--- src/rtl/tpu_spi_slave.sv ---
// tpu_spi_slave: SPI mode-0 slave that converts two-byte host frames
// (command byte + data byte) into single-cycle register-bus accesses.
// All SPI pins are resynchronized into clk before use.
// Optional build macro: SPI_ERR_STATUS_EN -- when defined, MISO returns a
// status byte {5'b0, last_abort, last_rejected, last_ok} for the previous
// frame while the host shifts in the command byte.
module tpu_spi_slave (
  input  logic       clk,
  input  logic       rst_n,
  input  logic       spi_sclk,
  input  logic       spi_cs_n,
  input  logic       spi_mosi,
  output logic       spi_miso,
  output logic [3:0] reg_addr,
  output logic       reg_rd,
  output logic       reg_wr,
  output logic [7:0] reg_wdata,
  input  logic [7:0] reg_rdata,
  input  logic       reg_addr_valid,
  input  logic       reg_writable,
  output logic       frame_err
);

  typedef enum logic [1:0] {S_IDLE, S_CMD, S_DATA, S_DONE} state_t;

  state_t     state_q, state_d;

  // Synchronizer chains; the third SCLK/CS stage is the edge-detect history.
  logic [2:0] sclk_q;
  logic [2:0] cs_q;
  logic [1:0] mosi_q;

  logic [4:0] bit_cnt_q;
  logic [7:0] rx_q;
  logic [7:0] tx_q;
  logic       cmd_wr_q;
  logic       cmd_aligned_q;
  logic [3:0] reg_addr_q;
  logic       entry_q;
  logic       addr_ok_q;
  logic       writable_q;
  logic       reg_wr_q;
  logic [7:0] reg_wdata_q;
  logic       wr_err_q;

  logic sclk_rise, sclk_fall, cs_rise, cs_fall, mosi_s;
  logic shifting, entry_live, addr_ok_c;

  assign sclk_rise  = sclk_q[1] & ~sclk_q[2];
  assign sclk_fall  = ~sclk_q[1] & sclk_q[2];
  assign cs_fall    = ~cs_q[1] & cs_q[2];
  assign cs_rise    = cs_q[1] & ~cs_q[2];
  assign mosi_s     = mosi_q[1];
  assign shifting   = (state_q == S_CMD) || (state_q == S_DATA);
  // First DATA cycle: reg_addr has just settled, so the register file's
  // combinational valid flag now refers to this frame's address.
  assign entry_live = entry_q && (state_q == S_DATA) && !cs_rise;
  assign addr_ok_c  = cmd_aligned_q & reg_addr_valid;

  assign reg_addr  = reg_addr_q;
  assign reg_wr    = reg_wr_q;
  assign reg_wdata = reg_wdata_q;

  // Two-flop synchronizers plus one history flop for edge detection.
  always_ff @(posedge clk or negedge rst_n) begin
    if (!rst_n) begin
      sclk_q <= 3'b000;
      cs_q   <= 3'b111;
      mosi_q <= 2'b00;
    end else begin
      sclk_q <= {sclk_q[1:0], spi_sclk};
      cs_q   <= {cs_q[1:0], spi_cs_n};
      mosi_q <= {mosi_q[0], spi_mosi};
    end
  end

  // Frame FSM state register.
  always_ff @(posedge clk or negedge rst_n) begin
    if (!rst_n) state_q <= S_IDLE;
    else        state_q <= state_d;
  end

  // Frame FSM next-state logic; CS rising always returns to IDLE.
  always_comb begin
    state_d = state_q;
    case (state_q)
      S_IDLE: if (cs_fall) state_d = S_CMD;
      S_CMD: begin
        if (cs_rise)                               state_d = S_IDLE;
        else if (sclk_rise && bit_cnt_q == 5'd7)   state_d = S_DATA;
      end
      S_DATA: begin
        if (cs_rise)                               state_d = S_IDLE;
        else if (sclk_rise && bit_cnt_q == 5'd15)  state_d = S_DONE;
      end
      S_DONE: if (cs_rise) state_d = S_IDLE;
      default: state_d = S_IDLE;
    endcase
  end

`ifdef SPI_ERR_STATUS_EN
  logic [2:0] status_q;
  logic [7:0] stat_sh_q;
  logic       frame_rej_q;

  // Previous-frame status: recorded at every frame end, shifted out during CMD.
  always_ff @(posedge clk or negedge rst_n) begin
    if (!rst_n) begin
      status_q    <= 3'b000;
      stat_sh_q   <= 8'h00;
      frame_rej_q <= 1'b0;
    end else begin
      if (state_q == S_IDLE && cs_fall) begin
        stat_sh_q   <= {5'b00000, status_q};
        frame_rej_q <= 1'b0;
      end else begin
        if (state_q == S_CMD && sclk_fall) stat_sh_q <= {stat_sh_q[6:0], 1'b0};
        if (frame_err) frame_rej_q <= 1'b1;
      end
      if (cs_rise) begin
        if (state_q == S_DONE)  status_q <= {1'b0, frame_rej_q, ~frame_rej_q};
        else if (shifting)      status_q <= 3'b100;
      end
    end
  end
`endif

  // Frame FSM outputs: read strobe, rejection pulse and MISO selection.
  always_comb begin
    reg_rd    = 1'b0;
    frame_err = wr_err_q;
    spi_miso  = 1'b0;
    if (entry_live && !cmd_wr_q) begin
      if (addr_ok_c) reg_rd    = 1'b1;
      else           frame_err = 1'b1;
    end
    case (state_q)
      S_DATA: spi_miso = tx_q[7];
`ifdef SPI_ERR_STATUS_EN
      S_CMD:  spi_miso = stat_sh_q[7];
`else
      S_CMD:  spi_miso = 1'b0;
`endif
      default: spi_miso = 1'b0;
    endcase
  end

  // Shift registers, command decode and register-bus write generation.
  always_ff @(posedge clk or negedge rst_n) begin
    if (!rst_n) begin
      bit_cnt_q     <= 5'd0;
      rx_q          <= 8'h00;
      tx_q          <= 8'h00;
      cmd_wr_q      <= 1'b0;
      cmd_aligned_q <= 1'b0;
      reg_addr_q    <= 4'd0;
      entry_q       <= 1'b0;
      addr_ok_q     <= 1'b0;
      writable_q    <= 1'b0;
      reg_wr_q      <= 1'b0;
      reg_wdata_q   <= 8'h00;
      wr_err_q      <= 1'b0;
    end else begin
      reg_wr_q <= 1'b0;
      wr_err_q <= 1'b0;
      entry_q  <= (state_q == S_CMD) && (state_d == S_DATA);

      if (state_q == S_IDLE && cs_fall) begin
        bit_cnt_q <= 5'd0;
        tx_q      <= 8'h00;
      end

      if (shifting && sclk_rise && !cs_rise) begin
        bit_cnt_q <= bit_cnt_q + 5'd1;
        rx_q      <= {rx_q[6:0], mosi_s};
      end

      // 8th rise: command byte complete = {rx_q[6:0], mosi_s}.
      if (state_q == S_CMD && state_d == S_DATA) begin
        cmd_wr_q      <= rx_q[6];
        cmd_aligned_q <= ~rx_q[5] & ~rx_q[0] & ~mosi_s;
        reg_addr_q    <= rx_q[4:1];
      end

      if (entry_live) begin
        addr_ok_q  <= addr_ok_c;
        writable_q <= reg_writable;
        tx_q       <= (!cmd_wr_q && addr_ok_c) ? reg_rdata : 8'h00;
      end else if (state_q == S_DATA && sclk_fall && bit_cnt_q != 5'd8) begin
        // The fall right after bit 8 keeps bit7 of the loaded byte on MISO.
        tx_q <= {tx_q[6:0], 1'b0};
      end

      // 16th rise: commit or reject the write.
      if (state_q == S_DATA && state_d == S_DONE && cmd_wr_q) begin
        if (addr_ok_q && writable_q) begin
          reg_wr_q    <= 1'b1;
          reg_wdata_q <= {rx_q[6:0], mosi_s};
        end else begin
          wr_err_q <= 1'b1;
        end
      end
    end
  end

endmodule
--- config.mk ---
export PLATFORM = sky130hd
export DESIGN_NAME = tpu_spi_slave
export DESIGN_NICKNAME = d
export VERILOG_FILES = /design/src/rtl/tpu_spi_slave.sv
export SDC_FILE = /design/constraint.sdc
export NUM_CORES = 1
export LEC_CHECK = 0
export CAP_MARGIN = 20
export CORE_MARGIN = 8
export CORE_UTILIZATION = 36
export CTS_CLUSTER_DIAMETER = 80
export DETAILED_ROUTE_END_ITERATION = 10
export PLACE_DENSITY = 0.63
export REMOVE_ABC_BUFFERS = 1
export SYNTH_ARGS = -nofsm -noshare
export SYNTH_HDL_FRONTEND = slang
export SYNTH_SLANG_ARGS = --single-unit
--- constraint.sdc ---
create_clock -name clk -period 3.06 [get_ports clk]
set_input_delay 0.612 -clock clk [delete_from_list [all_inputs] [get_ports clk]]
set_output_delay 0.612 -clock clk [all_outputs]
set_load 0.005 [all_outputs]
==> impl_metrics.xml, run 1 <==
<?xml version="1.0" encoding="UTF-8"?>
<metrics>
  <group name="status">
    <metric name="run_status" unit="">finished, final reports clean</metric>
  </group>
  <group name="global_routing">
    <metric name="grt.met1_usage" unit="">0.1233</metric>
    <metric name="grt_use_met3" unit="">0.03803</metric>
    <metric name="grt_util_met2" unit="">0.1574</metric>
    <metric name="grt.busiest_layer" unit="">met2</metric>
    <metric name="total_global_routing_overflow" unit="">0</metric>
    <metric name="antenna_found_initial" unit="">0</metric>
    <metric name="wire_length_of_the_first_global_routing_pass" unit="µm">6900</metric>
    <metric name="grt_max_degree" unit="">27</metric>
    <metric name="first_global_vias" unit="">1453</metric>
    <metric name="global_route.usage.total" unit="">0.09850</metric>
  </group>
  <group name="floorplan">
    <metric name="initial_utilization" unit="">0.3660</metric>
    <metric name="die-area" unit="µm²">8629</metric>
    <metric name="fp.dieH" unit="µm">92.89</metric>
    <metric name="core.rowCount" unit="">28</metric>
    <metric name="floorplan.core_area" unit="µm²">5816</metric>
    <metric name="io_pins" unit="">31</metric>
    <metric name="chipWidth" unit="µm">92.89</metric>
  </group>
  <group name="critical_path">
    <metric name="critPathMaxFanout" unit="">7</metric>
    <metric name="worst_setup_path_end_kind" unit="">primary output</metric>
    <metric name="critical_path_start_type" unit="">register</metric>
    <metric name="setup.reg_to_reg.worst_slack" unit="ns">0.53</metric>
    <metric name="crit_type" unit="">register to primary output</metric>
    <metric name="critical_path_required" unit="ns">2.45</metric>
    <metric name="timing.critical_path.arrival" unit="ns">2.13</metric>
  </group>
  <group name="synth">
    <metric name="synth.yosys.seq_area_share" unit="">0.5779</metric>
    <metric name="synth_enable_flop_cells" unit="">0</metric>
    <metric name="yosysTopAreaCell" unit="">sky130_fd_sc_hd__dfrtp_1</metric>
    <metric name="post-synth-top-count-cell" unit="">sky130_fd_sc_hd__dfrtp_1</metric>
    <metric name="post_synth_inst_count" unit="">176</metric>
    <metric name="yosys_warnings" unit="">0</metric>
    <metric name="avgSynthCellArea" unit="µm²">12.09</metric>
    <metric name="synth_top_cells_by_count" unit="">sky130_fd_sc_hd__dfrtp_1 (46), sky130_fd_sc_hd__nand2_1 (30), sky130_fd_sc_hd__mux2_2 (15)</metric>
    <metric name="synthesis.area" unit="µm²">2128</metric>
    <metric name="ys_seq_elements" unit="">49</metric>
    <metric name="synth.top_cells.by_area" unit="">sky130_fd_sc_hd__dfrtp_1 (54%), sky130_fd_sc_hd__mux2_2 (7.9%), sky130_fd_sc_hd__nand2_1 (5.3%), sky130_fd_sc_hd__ha_1 (4.7%), sky130_fd_sc_hd__dfstp_2 (3.7%)</metric>
    <metric name="predominant_post_synthesis_flop_cell" unit="">sky130_fd_sc_hd__dfrtp_1</metric>
    <metric name="unique_masters_post_synth" unit="">34</metric>
    <metric name="synth_async_sr_flop_share" unit="">1.000</metric>
    <metric name="synth_top_area_share" unit="">0.5409</metric>
  </group>
  <group name="placed_design">
    <metric name="placedCellCount" unit="">280</metric>
    <metric name="pre_cts_setup_slack" unit="ns">0.4838</metric>
    <metric name="placed_cell_area" unit="µm²">2521</metric>
    <metric name="post-dp-hpwl" unit="µm">2866</metric>
    <metric name="port_buffers" unit="">30</metric>
    <metric name="gp_congestion" unit="">0.8051</metric>
  </group>
  <group name="drt">
    <metric name="detailedRoute.firstIterationViolations" unit="">52</metric>
    <metric name="postRouteAntennaNets" unit="">0</metric>
    <metric name="route.detailed.wl_per_inst" unit="µm">13.65</metric>
    <metric name="first_pass_iters" unit="">4</metric>
    <metric name="vias_per_cell" unit="">4.872</metric>
    <metric name="detail_route.drc_violations" unit="">0</metric>
    <metric name="vias" unit="">1403</metric>
    <metric name="detail_route.wirelength" unit="µm">3932</metric>
  </group>
  <group name="timing">
    <metric name="worstMarginPinSlew" unit="ns">0.5812</metric>
    <metric name="slew_violations" unit="">0</metric>
    <metric name="layout_setup_ws" unit="ns">0.3156</metric>
    <metric name="sum_of_negative_setup_slack" unit="ns">0</metric>
    <metric name="hold_slack" unit="ns">0.2807</metric>
    <metric name="timing_hold_violations_final" unit="">0</metric>
    <metric name="fin_crit" unit="ns">2.744</metric>
    <metric name="max_slew_margin" unit="">0.6115</metric>
    <metric name="finalSetupViolations" unit="">0</metric>
    <metric name="rsz0062_at_grt" unit="">false</metric>
    <metric name="timing.final.crit_share" unit="">0.8969</metric>
    <metric name="final.setup_skew" unit="ns">0.003130</metric>
    <metric name="fmax" unit="GHz">0.3644</metric>
  </group>
  <group name="layout">
    <metric name="drive_gt1_frac" unit="">0.1643</metric>
    <metric name="final_util" unit="">0.4535</metric>
    <metric name="final-instance-count-excl-fill" unit="">288</metric>
    <metric name="cell_area_after_layout" unit="µm²">2638</metric>
    <metric name="area_growth" unit="%">23.93</metric>
    <metric name="antennaDiodeCount" unit="">0</metric>
    <metric name="finish.net_count" unit="">235</metric>
  </group>
  <group name="clock_network">
    <metric name="cts_htree_levels" unit="">2</metric>
    <metric name="buffer_type_at_the_clock_tree_root" unit="">sky130_fd_sc_hd__clkbuf_8</metric>
    <metric name="clk-insertion-delay-late" unit="ns">0.29</metric>
    <metric name="ctsLongestPathBuffers" unit="">2</metric>
    <metric name="cts_tree" unit="">done</metric>
    <metric name="cts-buffers-inserted" unit="">5</metric>
    <metric name="clk_transition_reported_paths" unit="ns">0.09</metric>
    <metric name="cts.sinks" unit="">49</metric>
  </group>
  <group name="pwr">
    <metric name="power.leakage" unit="nW">1.312</metric>
    <metric name="irDropWorstVdd" unit="µV">323.6</metric>
    <metric name="report.power.total" unit="mW">1.474</metric>
    <metric name="power_density" unit="nW/µm²">559.0</metric>
  </group>
  <group name="min_path">
    <metric name="hp-class" unit="">primary input to async pin</metric>
  </group>
  <group name="run">
    <metric name="max_capacitance_violation_count" unit="">0</metric>
  </group>
</metrics>
[placed cells by master, fill, tap and decap left out, types with 2 or more instances in the layout]
master | Yosys | layout
sky130_fd_sc_hd__nor2b_1 | 3 | 3
sky130_fd_sc_hd__ha_1 | 8 | 8
sky130_fd_sc_hd__mux2_2 | 15 | 15
sky130_fd_sc_hd__nand3_1 | 7 | 6
sky130_fd_sc_hd__a21o_1 | 3 | 3
sky130_fd_sc_hd__nor3_1 | 2 | 2
sky130_fd_sc_hd__and3_1 | 3 | 3
sky130_fd_sc_hd__clkbuf_8 | 0 | 5
sky130_fd_sc_hd__a222oi_1 | 7 | 7
sky130_fd_sc_hd__o21ai_0 | 5 | 5
sky130_fd_sc_hd__buf_4 | 0 | 2
sky130_fd_sc_hd__nand2b_1 | 3 | 3
sky130_fd_sc_hd__nor2_1 | 3 | 3
sky130_fd_sc_hd__inv_1 | 14 | 14
sky130_fd_sc_hd__and4b_1 | 2 | 2
sky130_fd_sc_hd__nand2_1 | 30 | 30
sky130_fd_sc_hd__dfstp_2 | 3 | 3
sky130_fd_sc_hd__dfrtp_1 | 46 | 46
sky130_fd_sc_hd__clkdlybuf4s50_1 | 0 | 29
sky130_fd_sc_hd__and2_1 | 3 | 3
[kinds of logic after synthesis]
kind of cell | synth area share
and+or+nand+nor | 0.1617
xor gates and xnor gates | 0.004116
buffers and inverters | 0.02998
muxes | 0.07936
adders and majority gates | 0.04703
DFF | 0.5779
AOI/OAI and AO/OA | 0.09994
[final cells by class]
class	instances	area [µm²]
clock inverter	2	38.79
multi-input combinational	110	839.6
tap	75	93.84
timing repair buffer	32	310.3
fill	561	3178
sequential	49	1230
clock buffer	6	72.57
inverter	14	52.55
[flip-flops by register name, indices dropped and copies added (netlist names), 2 cells and up]
register / count
sclk_q: 3
state_q: 2
tx_q: 8
reg_addr: 4
reg_wdata: 8
cs_q: 3
bit_cnt_q: 5
rx_q: 7
mosi_q: 2
[where the power goes]
| group | internal (mW) | switching [mW] | total, mW |
|---|---|---|---|
| Sequential | 0.708 | 0.0615 | 0.770 |
| Combinational | 0.105 | 0.145 | 0.250 |
| Clock | 0.245 | 0.209 | 0.455 |
[worst max-delay path, cell delays in order (launching register included)]
cell and delay [ns]:
sky130_fd_sc_hd__dfrtp_1 0.44, sky130_fd_sc_hd__inv_1 0.13, sky130_fd_sc_hd__ha_1 0.31, sky130_fd_sc_hd__nand3_2 0.19
sky130_fd_sc_hd__nor2_1 0.13, sky130_fd_sc_hd__a21o_1 0.14, sky130_fd_sc_hd__clkdlybuf4s50_1 0.50
[path summary, 6_finish.rpt]
path / startpoint / end / cells after the start
setup / recovery: state_q[0]$_DFF_PN0_ / frame_err / 6
hold / removal: rst_n / sclk_q[2]$_DFF_PN0_ / 1
setup reg to reg: bit_cnt_q[0]$_DFFE_PN0P_ / reg_addr[0]$_DFFE_PN0P_ / 8
hold reg to reg: sclk_q[0]$_DFF_PN0_ / sclk_q[1]$_DFF_PN0_ / 0
max in group asynchronous: rst_n / reg_wdata[6]$_DFFE_PN0P_ / 2
min in group clk: sclk_q[0]$_DFF_PN0_ / sclk_q[1]$_DFF_PN0_ / 0
[what timing repair did]
| action | 4_1_cts | 5_1_grt |
|---|---|---|
| setup endpoints to repair | 0 | 1 |
| gates resized for setup | 0 | 1 |
| hold buffers | 0 | 0 |
| buffers inserted | 0 | 0 |
[metal layers]
| layer | share of wire | routed length (µm) |
|---|---|---|
| met5 | 0 | 0 |
| met4 | 0.0086 | 34 |
| met3 | 0.061 | 238 |
| met2 | 0.46 | 1803 |
| met1 | 0.47 | 1856 |
Power figures use the tool's default switching activity.
==> run 2, diff against run 1 <==
- CTS_CLUSTER_SIZE: default -> 20
- PLACE_DENSITY: 0.63 -> default
==> run 2 against run 1 <==
Sequential power hardly changed. Fmax is 2.3% lower. Cell area is 0.85% lower. Global-route usage is 0.26 points higher. Utilization is 0.39 points lower. Via count is 0.93% higher. Non-clock buffer count stayed put. Routed wire length is 4.9% higher. Die area stayed put. Sequential cell count stayed put. Largest power group unchanged. Highest routed layer unchanged.
==> impl_metrics.xml, run 2 (synthesized netlist as in run 1, its figures left out) <==
<?xml version="1.0" encoding="UTF-8"?>
<metrics>
  <group name="status">
    <metric name="run_status" unit="">finished, final reports clean</metric>
  </group>
  <group name="layout">
    <metric name="layout_commonest_cell" unit="">sky130_fd_sc_hd__dfrtp_1</metric>
    <metric name="drive_gt1_frac" unit="">0.1643</metric>
    <metric name="area_growth" unit="%">22.87</metric>
    <metric name="mostFrequentLayoutCells" unit="">sky130_fd_sc_hd__dfrtp_1 (46), sky130_fd_sc_hd__nand2_1 (30), sky130_fd_sc_hd__clkdlybuf4s50_1 (29)</metric>
    <metric name="final-instance-count-excl-fill" unit="">288</metric>
    <metric name="final_util" unit="">0.4497</metric>
    <metric name="antennaDiodeCount" unit="">0</metric>
    <metric name="cell_area_after_layout" unit="µm²">2615</metric>
    <metric name="finish.net_count" unit="">235</metric>
  </group>
  <group name="pwr">
    <metric name="internal_power" unit="mW">0.9780</metric>
    <metric name="power_density" unit="nW/µm²">537.0</metric>
    <metric name="p_switching" unit="mW">0.4263</metric>
    <metric name="share_of_total_power_in_combinational_logic" unit="">0.178</metric>
    <metric name="p_sw_frac" unit="">0.3035</metric>
    <metric name="power_frac_clock" unit="">0.272</metric>
    <metric name="power.leakage" unit="nW">1.301</metric>
    <metric name="seq_power_share" unit="">0.549</metric>
    <metric name="irDropWorstVdd" unit="µV">357.3</metric>
  </group>
  <group name="clock_network">
    <metric name="hold_buffers" unit="">0</metric>
    <metric name="cts_htree_levels" unit="">2</metric>
    <metric name="cts-buffers-inserted" unit="">5</metric>
    <metric name="cts_tree" unit="">done</metric>
    <metric name="cts_resized" unit="">0</metric>
    <metric name="clk-insertion-delay-late" unit="ns">0.30</metric>
    <metric name="clk_transition_reported_paths" unit="ns">0.09</metric>
    <metric name="cts.sinks" unit="">49</metric>
    <metric name="buffer_type_at_the_clock_tree_root" unit="">sky130_fd_sc_hd__clkbuf_8</metric>
    <metric name="ctsLongestPathBuffers" unit="">2</metric>
    <metric name="number_of_buffers_inserted_to_repair_setup_after_cts" unit="">0</metric>
  </group>
  <group name="drt">
    <metric name="route.detailed.wl_per_inst" unit="µm">14.33</metric>
    <metric name="detail_route.wirelength" unit="µm">4126</metric>
    <metric name="vias" unit="">1416</metric>
    <metric name="detailedRoute.firstIterationViolations" unit="">85</metric>
    <metric name="detail_route.drc_violations" unit="">0</metric>
    <metric name="postRouteAntennaNets" unit="">0</metric>
    <metric name="vias_per_cell" unit="">4.917</metric>
    <metric name="first_pass_iters" unit="">5</metric>
  </group>
  <group name="placed_design">
    <metric name="placed_cell_area" unit="µm²">2521</metric>
    <metric name="placedCellCount" unit="">280</metric>
    <metric name="post-dp-hpwl" unit="µm">2952</metric>
    <metric name="port_buffers" unit="">30</metric>
    <metric name="gp_congestion" unit="">0.7846</metric>
  </group>
  <group name="critical_path">
    <metric name="critical_path_start_type" unit="">register</metric>
    <metric name="timing.critical_path.arrival" unit="ns">2.20</metric>
    <metric name="startpoint" unit="">state_q[0]$_DFF_PN0_</metric>
    <metric name="worst_setup_path_end_kind" unit="">primary output</metric>
    <metric name="crit_type" unit="">register to primary output</metric>
    <metric name="cp_endpoint" unit="">frame_err</metric>
    <metric name="critPathMaxFanout" unit="">7</metric>
    <metric name="r2r-end" unit="">cmd_wr_q$_DFFE_PN0P_</metric>
    <metric name="setup.reg_to_reg.worst_slack" unit="ns">0.53</metric>
    <metric name="number_of_cells_on_the_worst_reg_to_reg_path" unit="">8</metric>
    <metric name="rr_startpoint" unit="">bit_cnt_q[0]$_DFFE_PN0P_</metric>
    <metric name="critical_path_required" unit="ns">2.45</metric>
  </group>
  <group name="timing">
    <metric name="final.setup_skew" unit="ns">0.009353</metric>
    <metric name="fmax" unit="GHz">0.3559</metric>
    <metric name="rsz0062_at_grt" unit="">false</metric>
    <metric name="fin_crit" unit="ns">2.810</metric>
    <metric name="finalSetupViolations" unit="">0</metric>
    <metric name="max_slew_margin" unit="">0.6172</metric>
    <metric name="sum_of_negative_setup_slack" unit="ns">0</metric>
    <metric name="worstMarginPinSlew" unit="ns">0.5725</metric>
    <metric name="timing_hold_violations_final" unit="">0</metric>
    <metric name="timing.final.crit_share" unit="">0.9183</metric>
    <metric name="slew_violations" unit="">0</metric>
  </group>
  <group name="global_routing">
    <metric name="grt_max_degree" unit="">31</metric>
    <metric name="first_global_vias" unit="">1458</metric>
    <metric name="wire_length_of_the_first_global_routing_pass" unit="µm">7010</metric>
    <metric name="antenna_found_initial" unit="">0</metric>
    <metric name="total_global_routing_overflow" unit="">0</metric>
    <metric name="global_route.usage.total" unit="">0.1011</metric>
  </group>
  <group name="run">
    <metric name="max_capacitance_violation_count" unit="">0</metric>
  </group>
  <group name="floorplan">
    <metric name="initial_utilization" unit="">0.3660</metric>
    <metric name="chipWidth" unit="µm">92.89</metric>
    <metric name="floorplan.core_area" unit="µm²">5816</metric>
    <metric name="fp.dieH" unit="µm">92.89</metric>
    <metric name="die-area" unit="µm²">8629</metric>
    <metric name="io_pins" unit="">31</metric>
    <metric name="core.rowCount" unit="">28</metric>
  </group>
  <group name="min_path">
    <metric name="hp-class" unit="">primary input to async pin</metric>
  </group>
</metrics>
==> run 2: worst max-delay path, stage by stage (launching register included) <==
cell and delay, ns:
sky130_fd_sc_hd__dfrtp_1 0.45, sky130_fd_sc_hd__inv_1 0.13, sky130_fd_sc_hd__ha_1 0.29, sky130_fd_sc_hd__nand3_1 0.26
sky130_fd_sc_hd__nor2_1 0.16, sky130_fd_sc_hd__a21o_1 0.13, sky130_fd_sc_hd__clkdlybuf4s50_1 0.49
==> run 2: how the worst min path moves through the flow <==
stage / start / end / slack, ns / depth (start not counted)
floorplan: rst_n / addr_ok_q$_DFFE_PN0P_ / 0.32 / 0
global placement: sclk_q[0]$_DFF_PN0_ / sclk_q[1]$_DFF_PN0_ / 0.33 / 0
detailed placement: sclk_q[0]$_DFF_PN0_ / sclk_q[1]$_DFF_PN0_ / 0.34 / 0
CTS: rst_n / reg_wdata[3]$_DFFE_PN0P_ / 0.25 / 1
global route: rst_n / reg_wdata[2]$_DFFE_PN0P_ / 0.26 / 1
finish: rst_n / reg_wdata[3]$_DFFE_PN0P_ / 0.25 / 1
==> run 2: layout make-up <==
| cell class | instances | area, µm² |
|---|---|---|
| fill | 587 | 3201 |
| multi-input combinational | 110 | 834.6 |
| timing repair buffer | 32 | 310.3 |
| inverter | 14 | 52.55 |
| sequential | 49 | 1230 |
| clock inverter | 3 | 25.02 |
| clock buffer | 5 | 68.82 |
| tap | 75 | 93.84 |
==> run 2: power by group through the flow <==
stage | clock [mW] | combinational [mW] | sequential, mW
floorplan | 0 | 0.187 | 0.765
finish | 0.383 | 0.250 | 0.771
global placement | 0 | 0.250 | 0.783
detailed placement | 0 | 0.252 | 0.783
CTS | 0.401 | 0.253 | 0.770
global route | 0.423 | 0.292 | 0.783
==> run 2: per-layer routing <==
metal,part of all wire,wire length (µm),up-vias,track usage
met5,0,0,-,0
met2,0.47,1954,30,0.1580
met4,0.0065,27,0,0.02819
met1,0.45,1842,699,0.1238
met3,0.073,302,2,0.04369
li1,-,-,685,-
==> run 2: stage by stage <==
stage	power [mW]	setup slack [ns]	hold WS (ns)
after floorplan	0.9526	0.7085	0.3164
after global placement	1.032	0.4902	0.3349
after detailed placement	1.034	0.4996	0.3356
after CTS	1.424	0.1936	0.2525
after global routing	1.497	0.03245	0.2639
final	1.404	0.2501	0.2507
==> run 3, diff against run 2 <==
- clock period: 3.06 -> 3.4 ns (I/O delays scaled with it)
==> run 3 against run 2 <==
Non-clock buffer count up 1. First-iteration DRC count down 4.7%. Die area unchanged. Sequential cell count unchanged. Combinational power down 8.0%. Via count up 0.42%. Worst hold slack worse by 0.049 ns. Cell area up 0.53%. Critical endpoint unchanged. Largest power group unchanged.
==> impl_metrics.xml, run 3 (synthesized netlist as in run 1, its figures left out) <==
<?xml version="1.0" encoding="UTF-8"?>
<metrics>
  <group name="global_routing">
    <metric name="grt_util_met2" unit="">0.1550</metric>
    <metric name="global_route.usage.total" unit="">0.1020</metric>
    <metric name="grt_max_degree" unit="">48</metric>
    <metric name="antenna_found_initial" unit="">0</metric>
    <metric name="wire_length_of_the_first_global_routing_pass" unit="µm">7079</metric>
    <metric name="first_global_vias" unit="">1421</metric>
    <metric name="grt.busiest_layer" unit="">met2</metric>
    <metric name="grt_use_met3" unit="">0.04369</metric>
    <metric name="grt.met1_usage" unit="">0.1291</metric>
    <metric name="total_global_routing_overflow" unit="">0</metric>
  </group>
  <group name="timing">
    <metric name="slew_violations" unit="">0</metric>
    <metric name="timing.final.crit_share" unit="">0.8628</metric>
    <metric name="finalSetupViolations" unit="">0</metric>
    <metric name="rsz0062_at_grt" unit="">false</metric>
    <metric name="final.setup_skew" unit="ns">0.005825</metric>
    <metric name="worstMarginPinSlew" unit="ns">0.5687</metric>
    <metric name="hold_slack" unit="ns">0.2022</metric>
    <metric name="max_slew_margin" unit="">0.6198</metric>
    <metric name="sum_of_negative_setup_slack" unit="ns">0</metric>
    <metric name="layout_setup_ws" unit="ns">0.4665</metric>
    <metric name="timing_hold_violations_final" unit="">0</metric>
    <metric name="fmax" unit="GHz">0.3409</metric>
    <metric name="fin_crit" unit="ns">2.933</metric>
  </group>
  <group name="layout">
    <metric name="area_growth" unit="%">23.52</metric>
    <metric name="finish.net_count" unit="">236</metric>
    <metric name="cell_area_after_layout" unit="µm²">2629</metric>
    <metric name="mostFrequentLayoutCells" unit="">sky130_fd_sc_hd__dfrtp_1 (46), sky130_fd_sc_hd__nand2_1 (30), sky130_fd_sc_hd__clkdlybuf4s50_1 (29)</metric>
    <metric name="area_of_all_sequential_standard_cells" unit="µm²">1230</metric>
    <metric name="multi_input_comb_area" unit="µm²">834.6</metric>
    <metric name="layout_commonest_cell" unit="">sky130_fd_sc_hd__dfrtp_1</metric>
    <metric name="fillerInstances" unit="">573</metric>
    <metric name="drive_gt1_frac" unit="">0.1636</metric>
    <metric name="final_util" unit="">0.4520</metric>
    <metric name="final-instance-count-excl-fill" unit="">289</metric>
    <metric name="antennaDiodeCount" unit="">0</metric>
  </group>
  <group name="drt">
    <metric name="detail_route.wirelength" unit="µm">4156</metric>
    <metric name="route.detailed.wl_per_inst" unit="µm">14.38</metric>
    <metric name="vias_per_cell" unit="">4.920</metric>
    <metric name="first_pass_iters" unit="">4</metric>
    <metric name="detail_route.drc_violations" unit="">0</metric>
    <metric name="vias" unit="">1422</metric>
    <metric name="detailedRoute.firstIterationViolations" unit="">81</metric>
    <metric name="postRouteAntennaNets" unit="">0</metric>
  </group>
  <group name="critical_path">
    <metric name="number_of_cells_on_the_worst_reg_to_reg_path" unit="">8</metric>
    <metric name="r2r-end" unit="">reg_addr[2]$_DFFE_PN0P_</metric>
    <metric name="critical_path_start_type" unit="">register</metric>
    <metric name="startpoint" unit="">state_q[0]$_DFF_PN0_</metric>
    <metric name="setup.reg_to_reg.worst_slack" unit="ns">0.84</metric>
    <metric name="worst_setup_path_end_kind" unit="">primary output</metric>
    <metric name="cp_endpoint" unit="">frame_err</metric>
    <metric name="critical_path.slowest_cell" unit="">sky130_fd_sc_hd__clkdlybuf4s50_1</metric>
    <metric name="timing.critical_path.arrival" unit="ns">2.25</metric>
    <metric name="rr_startpoint" unit="">bit_cnt_q[0]$_DFFE_PN0P_</metric>
    <metric name="critical_path_required" unit="ns">2.72</metric>
    <metric name="crit_type" unit="">register to primary output</metric>
    <metric name="worstPathBufferInverterCount" unit="">2</metric>
    <metric name="critPathMaxFanout" unit="">7</metric>
    <metric name="crit_path_cell_trace" unit="">inv_1, ha_1, nand3_1, nor2_1, a21o_1, clkdlybuf4s50_1</metric>
    <metric name="crit_path_max_incr_delay" unit="ns">0.50</metric>
    <metric name="critical_path_depth" unit="">6</metric>
    <metric name="critPathTopFamily" unit="">buffers and inverters</metric>
  </group>
  <group name="min_path">
    <metric name="hp-class" unit="">primary input to async pin</metric>
  </group>
  <group name="clock_network">
    <metric name="number_of_buffers_inserted_to_repair_setup_after_cts" unit="">0</metric>
    <metric name="cts.sinks" unit="">49</metric>
    <metric name="hold_buffers" unit="">0</metric>
    <metric name="buffer_type_at_the_clock_tree_root" unit="">sky130_fd_sc_hd__clkbuf_8</metric>
    <metric name="cts_tree" unit="">done</metric>
    <metric name="cts_htree_levels" unit="">2</metric>
    <metric name="clk_transition_reported_paths" unit="ns">0.09</metric>
    <metric name="clk-insertion-delay-late" unit="ns">0.30</metric>
    <metric name="ctsLongestPathBuffers" unit="">2</metric>
    <metric name="cts-buffers-inserted" unit="">5</metric>
    <metric name="cts_resized" unit="">0</metric>
  </group>
  <group name="placed_design">
    <metric name="port_buffers" unit="">30</metric>
    <metric name="gp_congestion" unit="">0.7388</metric>
    <metric name="placed_cell_area" unit="µm²">2521</metric>
    <metric name="pre_cts_setup_slack" unit="ns">0.6883</metric>
    <metric name="placedCellCount" unit="">280</metric>
    <metric name="post-dp-hpwl" unit="µm">2862</metric>
  </group>
  <group name="pwr">
    <metric name="report.power.total" unit="mW">1.261</metric>
    <metric name="irDropWorstVdd" unit="µV">238.8</metric>
    <metric name="power_density" unit="nW/µm²">479.7</metric>
    <metric name="power.leakage" unit="nW">1.303</metric>
  </group>
  <group name="run">
    <metric name="max_capacitance_violation_count" unit="">0</metric>
  </group>
  <group name="status">
    <metric name="run_status" unit="">finished, final reports clean</metric>
  </group>
  <group name="floorplan">
    <metric name="die-area" unit="µm²">8629</metric>
    <metric name="fp.dieH" unit="µm">92.89</metric>
    <metric name="io_pins" unit="">31</metric>
    <metric name="chipWidth" unit="µm">92.89</metric>
    <metric name="initial_utilization" unit="">0.3660</metric>
    <metric name="core.rowCount" unit="">28</metric>
    <metric name="floorplan.core_area" unit="µm²">5816</metric>
  </group>
</metrics>
## run 3: final cells by class
class	count	area share
timing repair buffer	33	0.1257
tap	75	0.03570
sequential	49	0.4679
multi-input combinational	110	0.3175
inverter	14	0.01999
clock buffer	6	0.02761
clock inverter	2	0.005712
## run 3: routing by layer
metal | up-vias | wire (µm)
li1 | 688 | -
met1 | 693 | 1974
met2 | 35 | 1838
met3 | 6 | 299
met4 | 0 | 43
met5 | - | 0
## run 3: power by group
group	total (mW)	internal [mW]	switching [mW]	leakage [nW]
combinational	0.230	0.0976	0.133	0.617
clock	0.336	0.145	0.191	0.0374
sequential	0.695	0.637	0.0574	0.649
## run 3: worst min-delay path by stage
stage               slack [ns]                 from  cells after the start                      end
finish                    0.20                rst_n                      1  reg_addr[1]$_DFFE_PN0P_
global route              0.19                rst_n                      1      rx_q[2]$_DFFE_PN0P_
CTS                       0.35  sclk_q[0]$_DFF_PN0_                      0      sclk_q[1]$_DFF_PN0_
detailed placement        0.33  mosi_q[0]$_DFF_PN0_                      0      mosi_q[1]$_DFF_PN0_
global placement          0.33  sclk_q[0]$_DFF_PN0_                      0      sclk_q[1]$_DFF_PN0_
floorplan                 0.33  mosi_q[0]$_DFF_PN0_                      0      mosi_q[1]$_DFF_PN0_
## run 3: worst reg2reg max path, stage by stage, from the launching register on
cell	delay (ns)
sky130_fd_sc_hd__dfrtp_1	0.43
sky130_fd_sc_hd__ha_1	0.25
sky130_fd_sc_hd__and3_1	0.19
sky130_fd_sc_hd__ha_1	0.18
sky130_fd_sc_hd__and4b_1	0.20
sky130_fd_sc_hd__o31ai_1	0.35
sky130_fd_sc_hd__a211oi_4	0.12
sky130_fd_sc_hd__nor3_4	0.34
sky130_fd_sc_hd__mux2_2	0.39
